## src/rtl/uart_rx_if.sv

```systemverilog
// Serial receive port bundle: line input plus the byte/strobe outputs toward the register stage.
interface uart_rx_if;
    logic       rx;
    logic [7:0] data;
    logic       valid;
    logic       frame_err;
    logic       busy;

    modport master (input rx, output data, valid, frame_err, busy);
    modport slave  (output rx, input data, valid, frame_err, busy);
endinterface

```

## src/rtl/uart_rx.sv

```systemverilog
// 8N1 UART receiver with mid-bit sampling and one-cycle valid/frame_err strobes.
// Optional majority-vote glitch filter: define UART_RX_GLITCH_FILTER_EN.
module uart_rx #(
    parameter int unsigned CLKS_PER_BIT = 5
) (
    input  logic      clk,
    input  logic      rst,
    uart_rx_if.master bus
);
    localparam int unsigned CNT_W = 11;
    localparam int unsigned MID   = CLKS_PER_BIT / 2;
`ifdef UART_RX_GLITCH_FILTER_EN
    // Vote window is target-1..target+1, so the decision lands one cycle late.
    localparam int unsigned START_AT = MID + 1;
`else
    localparam int unsigned START_AT = MID;
`endif
    localparam logic [CNT_W-1:0] START_CNT = CNT_W'(START_AT);
    localparam logic [CNT_W-1:0] LAST_CNT  = CNT_W'(CLKS_PER_BIT - 1);

    if (CLKS_PER_BIT < 3 || CLKS_PER_BIT > 2047) begin : g_bad_param
        $error("uart_rx: CLKS_PER_BIT must be in 3..2047");
    end

    typedef enum logic [2:0] {
        S_IDLE,
        S_START,
        S_DATA,
        S_STOP,
        S_BREAK
    } state_t;

    state_t           state, state_d;
    logic             rx_meta, rxs;
    logic [1:0]       sync_vld;
    logic             armed, armed_d;
    logic [CNT_W-1:0] cnt, cnt_d;
    logic [2:0]       bitn, bitn_d;
    logic [7:0]       shreg, shreg_d;
    logic [7:0]       data_q, data_d;
    logic             valid_q, valid_d;
    logic             ferr_q, ferr_d;
    logic             busy_q, busy_d;
    logic             sample_c, start_c;

    // Two-flop synchronizer; sync_vld marks when rxs reflects the real pin after reset.
    always_ff @(posedge clk) begin
        if (!rst) begin
            rx_meta  <= 1'b1;
            rxs      <= 1'b1;
            sync_vld <= 2'b00;
        end else begin
            rx_meta  <= bus.rx;
            rxs      <= rx_meta;
            sync_vld <= {sync_vld[0], 1'b1};
        end
    end

`ifdef UART_RX_GLITCH_FILTER_EN
    logic [1:0] rxs_h;

    always_ff @(posedge clk) begin
        if (!rst) rxs_h <= 2'b11;
        else      rxs_h <= {rxs_h[0], rxs};
    end

    assign sample_c = (rxs_h[1] & rxs_h[0]) | (rxs_h[1] & rxs) | (rxs_h[0] & rxs);
    assign start_c  = ~rxs & ~rxs_h[0];
`else
    assign sample_c = rxs;
    assign start_c  = ~rxs;
`endif

    // State and datapath registers.
    always_ff @(posedge clk) begin
        if (!rst) begin
            state   <= S_IDLE;
            armed   <= 1'b0;
            cnt     <= '0;
            bitn    <= '0;
            shreg   <= '0;
            data_q  <= '0;
            valid_q <= 1'b0;
            ferr_q  <= 1'b0;
            busy_q  <= 1'b0;
        end else begin
            state   <= state_d;
            armed   <= armed_d;
            cnt     <= cnt_d;
            bitn    <= bitn_d;
            shreg   <= shreg_d;
            data_q  <= data_d;
            valid_q <= valid_d;
            ferr_q  <= ferr_d;
            busy_q  <= busy_d;
        end
    end

    // Next-state, counters and output strobes.
    always_comb begin
        state_d = state;
        armed_d = armed | (rxs & sync_vld[1]);
        cnt_d   = cnt + CNT_W'(1);
        bitn_d  = bitn;
        shreg_d = shreg;
        data_d  = data_q;
        valid_d = 1'b0;
        ferr_d  = 1'b0;
        unique case (state)
            S_IDLE: begin
                cnt_d = '0;
                if (armed && start_c) state_d = S_START;
            end
            S_START: begin
                if (cnt == START_CNT) begin
                    cnt_d = '0;
                    if (sample_c) begin
                        state_d = S_IDLE;
                    end else begin
                        bitn_d  = '0;
                        state_d = S_DATA;
                    end
                end
            end
            S_DATA: begin
                if (cnt == LAST_CNT) begin
                    cnt_d   = '0;
                    shreg_d = {sample_c, shreg[7:1]};
                    if (bitn == 3'd7) state_d = S_STOP;
                    else              bitn_d  = bitn + 3'd1;
                end
            end
            S_STOP: begin
                if (cnt == LAST_CNT) begin
                    cnt_d = '0;
                    if (sample_c) begin
                        data_d  = shreg;
                        valid_d = 1'b1;
                        state_d = S_IDLE;
                    end else begin
                        ferr_d  = 1'b1;
                        armed_d = 1'b0;
                        state_d = S_BREAK;
                    end
                end
            end
            S_BREAK: begin
                cnt_d = '0;
                if (rxs) state_d = S_IDLE;
            end
            default: begin
                cnt_d   = '0;
                state_d = S_IDLE;
            end
        endcase
        busy_d = (state_d != S_IDLE);
    end

    assign bus.data      = data_q;
    assign bus.valid     = valid_q;
    assign bus.frame_err = ferr_q;
    assign bus.busy      = busy_q;
endmodule
```

## src/flat_wrapper.sv

```systemverilog
// flat-port wrapper written by rule: the top's interface ports become plain ports
module uart_rx_flat 
#(
    parameter int unsigned CLKS_PER_BIT = 5
)
  (clk, rst, bus_rx, bus_data, bus_valid, bus_frame_err, bus_busy);
  uart_rx_if bus_i ();
  input  logic clk;
  input  logic rst;
  input wire logic [$bits(bus_i.rx)-1:0] bus_rx;
  output wire logic [$bits(bus_i.data)-1:0] bus_data;
  output wire logic [$bits(bus_i.valid)-1:0] bus_valid;
  output wire logic [$bits(bus_i.frame_err)-1:0] bus_frame_err;
  output wire logic [$bits(bus_i.busy)-1:0] bus_busy;
  assign bus_i.rx = bus_rx;
  assign bus_data = bus_i.data;
  assign bus_valid = bus_i.valid;
  assign bus_frame_err = bus_i.frame_err;
  assign bus_busy = bus_i.busy;
  uart_rx #(.CLKS_PER_BIT(CLKS_PER_BIT)) u_core (.clk(clk), .rst(rst), .bus(bus_i));
endmodule
```

## config.mk

```make
export PLATFORM = sky130hd
export DESIGN_NAME = uart_rx_flat
export DESIGN_NICKNAME = d
export VERILOG_FILES = /design/src/rtl/uart_rx_if.sv /design/src/rtl/uart_rx.sv /design/src/flat_wrapper.sv
export SDC_FILE = /design/constraint.sdc
export NUM_CORES = 1
export LEC_CHECK = 0
export ABC_AREA = 1
export BUFFER_PORTS_ARGS = -buffer_cell sky130_fd_sc_hd__buf_2
export CORE_ASPECT_RATIO = 0.5
export CORE_MARGIN = 3
export CORE_UTILIZATION = 58
export DETAILED_ROUTE_END_ITERATION = 10
export PLACE_DENSITY = 0.77
export SYNTH_ARGS = -nofsm -noshare
export SYNTH_HDL_FRONTEND = slang
export SYNTH_SLANG_ARGS = --single-unit
```

## constraint.sdc

```tcl
create_clock -name clk -period 1.6 [get_ports clk]
set_input_delay 0.08 -clock clk [delete_from_list [all_inputs] [get_ports clk]]
set_output_delay 0.08 -clock clk [all_outputs]
set_load 0.05 [all_outputs]
```

==> flow_summary_export.csv <==
group,metric,value,unit
outcome,status,"finished clean",
placement,dp_cells,277,
sta,tns,0,ns
setup_path,r2r_setup_slack,0.13,ns
floorplan,die_width,84.4,um
logic_synthesis,synth.avg_cell_area,7.77,sq um
sta,period_share,0.920,
logic_synthesis,post_synth_num_cell_types,32,
drt,vias,1410,
global_route,grt_usage,0.179,
drt,routed_wl,3190,um
cts,cts_tree,"built",
setup_path,worst_setup_path_start_kind,"flop",
logic_synthesis,synth_edf_count,0,
final_layout,drive_gt1_frac,0.191,
cts,clk_pin_slew,0.08,ns
logic_synthesis,synth_fp_nets,237,
cts,clock_latency,0.30,ns
sta,fin_skew,0.0116,ns
sta,whs,0.0616,ns
cts,cts_root_buf,"clkbuf_8",
global_route,grt_first_pass_wirelength,5320,um
floorplan,coreArea,2750,sq um
pwr,total_power,1.76,mW
floorplan,rows,13,
drt,first_iter_violations,78,
drt,drc,0,
drt,ant_nets,0,
logic_synthesis,yosysWarnings,0,
logic_synthesis,seq_area_frac_synth,0.461,
setup_path,worstPathArrival,1.70,ns
pwr,p_per_area,873,nW/um^2
drt,viasPerCell,4.90,
final_layout,antenna_cells,0,
pwr,power.leakage,0.960,nW
sta,hold_viol_final,0,
floorplan,initial_utilization,0.648,
floorplan,die_h,45.2,um
sta,rsz0062_at_grt,"false",
sta,period_needed,1.47,ns
sta,slew_headroom,0.788,
setup_path,critical_path.max_fanout,10,
global_route,grt_max_degree,18,
sta,fmax,679,MHz
placement,port_buffers,13,
sta,finalWorstSetupSlack,0.128,ns
logic_synthesis,syn_area,1780,sq um
global_route,antenna_found_initial,0,
floorplan,fp.dieArea,3810,sq um
pwr,ir_worst_vdd,0.740,mV
setup_path,required,1.82,ns
final_layout,instances_no_fill,288,
flow_run,cap_violations,0,
setup_path,path_class,"flop to flop",
placement,routabilityCongestion,0.903,
final_layout,layout.nets,258,
global_route,first_global_vias,1234,
placement,dp_slack,0.0686,ns
logic_synthesis,ys_ff_latch,41,
final_layout,area_delta_synth_final,13.4,%
drt,first_pass_iters,4,
cts,h-tree-depth,2,
worst_hold_path,hold_class,"input pin to flop",
cts,clkSinkCount,41,
sta,worst_pin_slew,0.318,ns
logic_synthesis,ys.flop_type,"dfxtp_1",
cts,clock_path_buffers,2,
placement,dp_hpwl,2260,um
floorplan,io_pins,14,
sta,drv_slew,0,
sta,setup_viol,0,
drt,routedWlPerCell,11.1,um
logic_synthesis,synthArstFlopShare,0,
global_route,grt-ovfl-total,0,
setup_path,cp-end-kind,"flop",
cts,cts_made_buffers,5,
logic_synthesis,synthCells,229,
[worst paths after layout]
check / from / depth (start not counted) / end
min: rst / 1 / u_core.sync_vld[0]
max: u_core.cnt[0] / 8 / u_core.cnt[8]
min reg2reg: u_core.sync_vld[0] / 2 / u_core.sync_vld[1]
max reg2reg: u_core.cnt[0] / 8 / u_core.cnt[8]
[cell usage in the layout, fill, tap and decap left out, types with 3 or more instances in the layout]
cell type,Yosys,final
nand2_1,31,31
clkbuf_8,0,5
a21oi_1,9,9
buf_2,1,13
ha_1,5,5
inv_2,5,6
inv_1,32,31
dfxtp_1,41,41
xor2_1,6,6
o21ai_0,16,14
nand3_1,6,6
nor2_1,47,47
nand4_1,3,3
nor2_4,3,3
o21ai_1,1,3
nand2_2,3,3
[report_power, final]
part           total, mW  internal [mW]  switching, mW
registers           1.03           1.03        0.00441
clock network      0.689          0.315          0.375
logic             0.0411         0.0140         0.0272
total               1.76           1.36          0.406
[state kept, by name, indices dropped and copies added, names as in the netlist]
signal                count
u_core.cnt               11
u_core.state              3
u_core.sync_vld           2
u_core.rx_meta            1
u_core.bus.frame_err      1
u_core.bus.data           8
u_core.bus.busy           1
u_core.armed              1
u_core.bus.valid          1
u_core.rxs                1
u_core.bitn               3
u_core.shreg              8
[per-layer routing]
| metal | GRT usage | part of all wire |
|---|---|---|
| met1 | 0.218 | 0.47 |
| met2 | 0.318 | 0.47 |
| met3 | 0.0546 | 0.050 |
| met4 | 0.0473 | 0.0041 |
| met5 | 0 | 0 |
[synth_stat cells (all sizes together), types with 2 or more instances]
| master | n | share of area |
|---|---|---|
| nand2 | 35 | 0.082 |
| xnor2 | 2 | 0.0098 |
| buf | 2 | 0.0049 |
| nand3 | 8 | 0.032 |
| dfxtp | 41 | 0.46 |
| nand4 | 4 | 0.018 |
| nor2 | 52 | 0.13 |
| inv | 37 | 0.078 |
| a21oi | 9 | 0.025 |
| or2 | 2 | 0.0070 |
| nor3 | 3 | 0.018 |
| o21ai | 17 | 0.048 |
| ha | 5 | 0.035 |
| xor2 | 6 | 0.030 |
[kinds of logic after synthesis]
logic type / synth area share
AOI/OAI and AO/OA: 0.0892
and+or+nand+nor: 0.290
xor gates and xnor gates: 0.0394
buffers and inverters: 0.0850
DFF: 0.461
adders and majority gates: 0.0351
[layout make-up]
cell class | count | area [sq um]
inverter | 37 | 139
clock buffer | 5 | 68.8
clock inverter | 3 | 25.0
fill | 221 | 731
timing repair buffer | 17 | 110
sequential | 41 | 821
tap | 37 | 46.3
multi-input combinational | 148 | 808
[per-stage QoR]
step | area (sq um) | util
2_1_floorplan | 1780 | -
3_3_place_gp | 1890 | 0.686
3_5_place_dp | 1890 | 0.686
4_1_cts | 1990 | 0.724
5_1_grt | 2020 | 0.734
6_report | 2020 | 0.734
[repair_timing]
item,CTS,global route
buffers inserted,0,2
hold buffers,1,0
resized for setup,0,3
setup endpoints to repair,0,20
hold endpoints to repair,1,0
[worst max-delay path, cell delays in order (launching register included)]
cell and delay, ns:
dfxtp_1 0.37, inv_2 0.07, ha_1 0.19, nor3b_1 0.13, nand2_1 0.08, nand2_2 0.09, nand2_1 0.10, nand4_2 0.22
nor2_1 0.16
(Power assumes the default switching activity.)
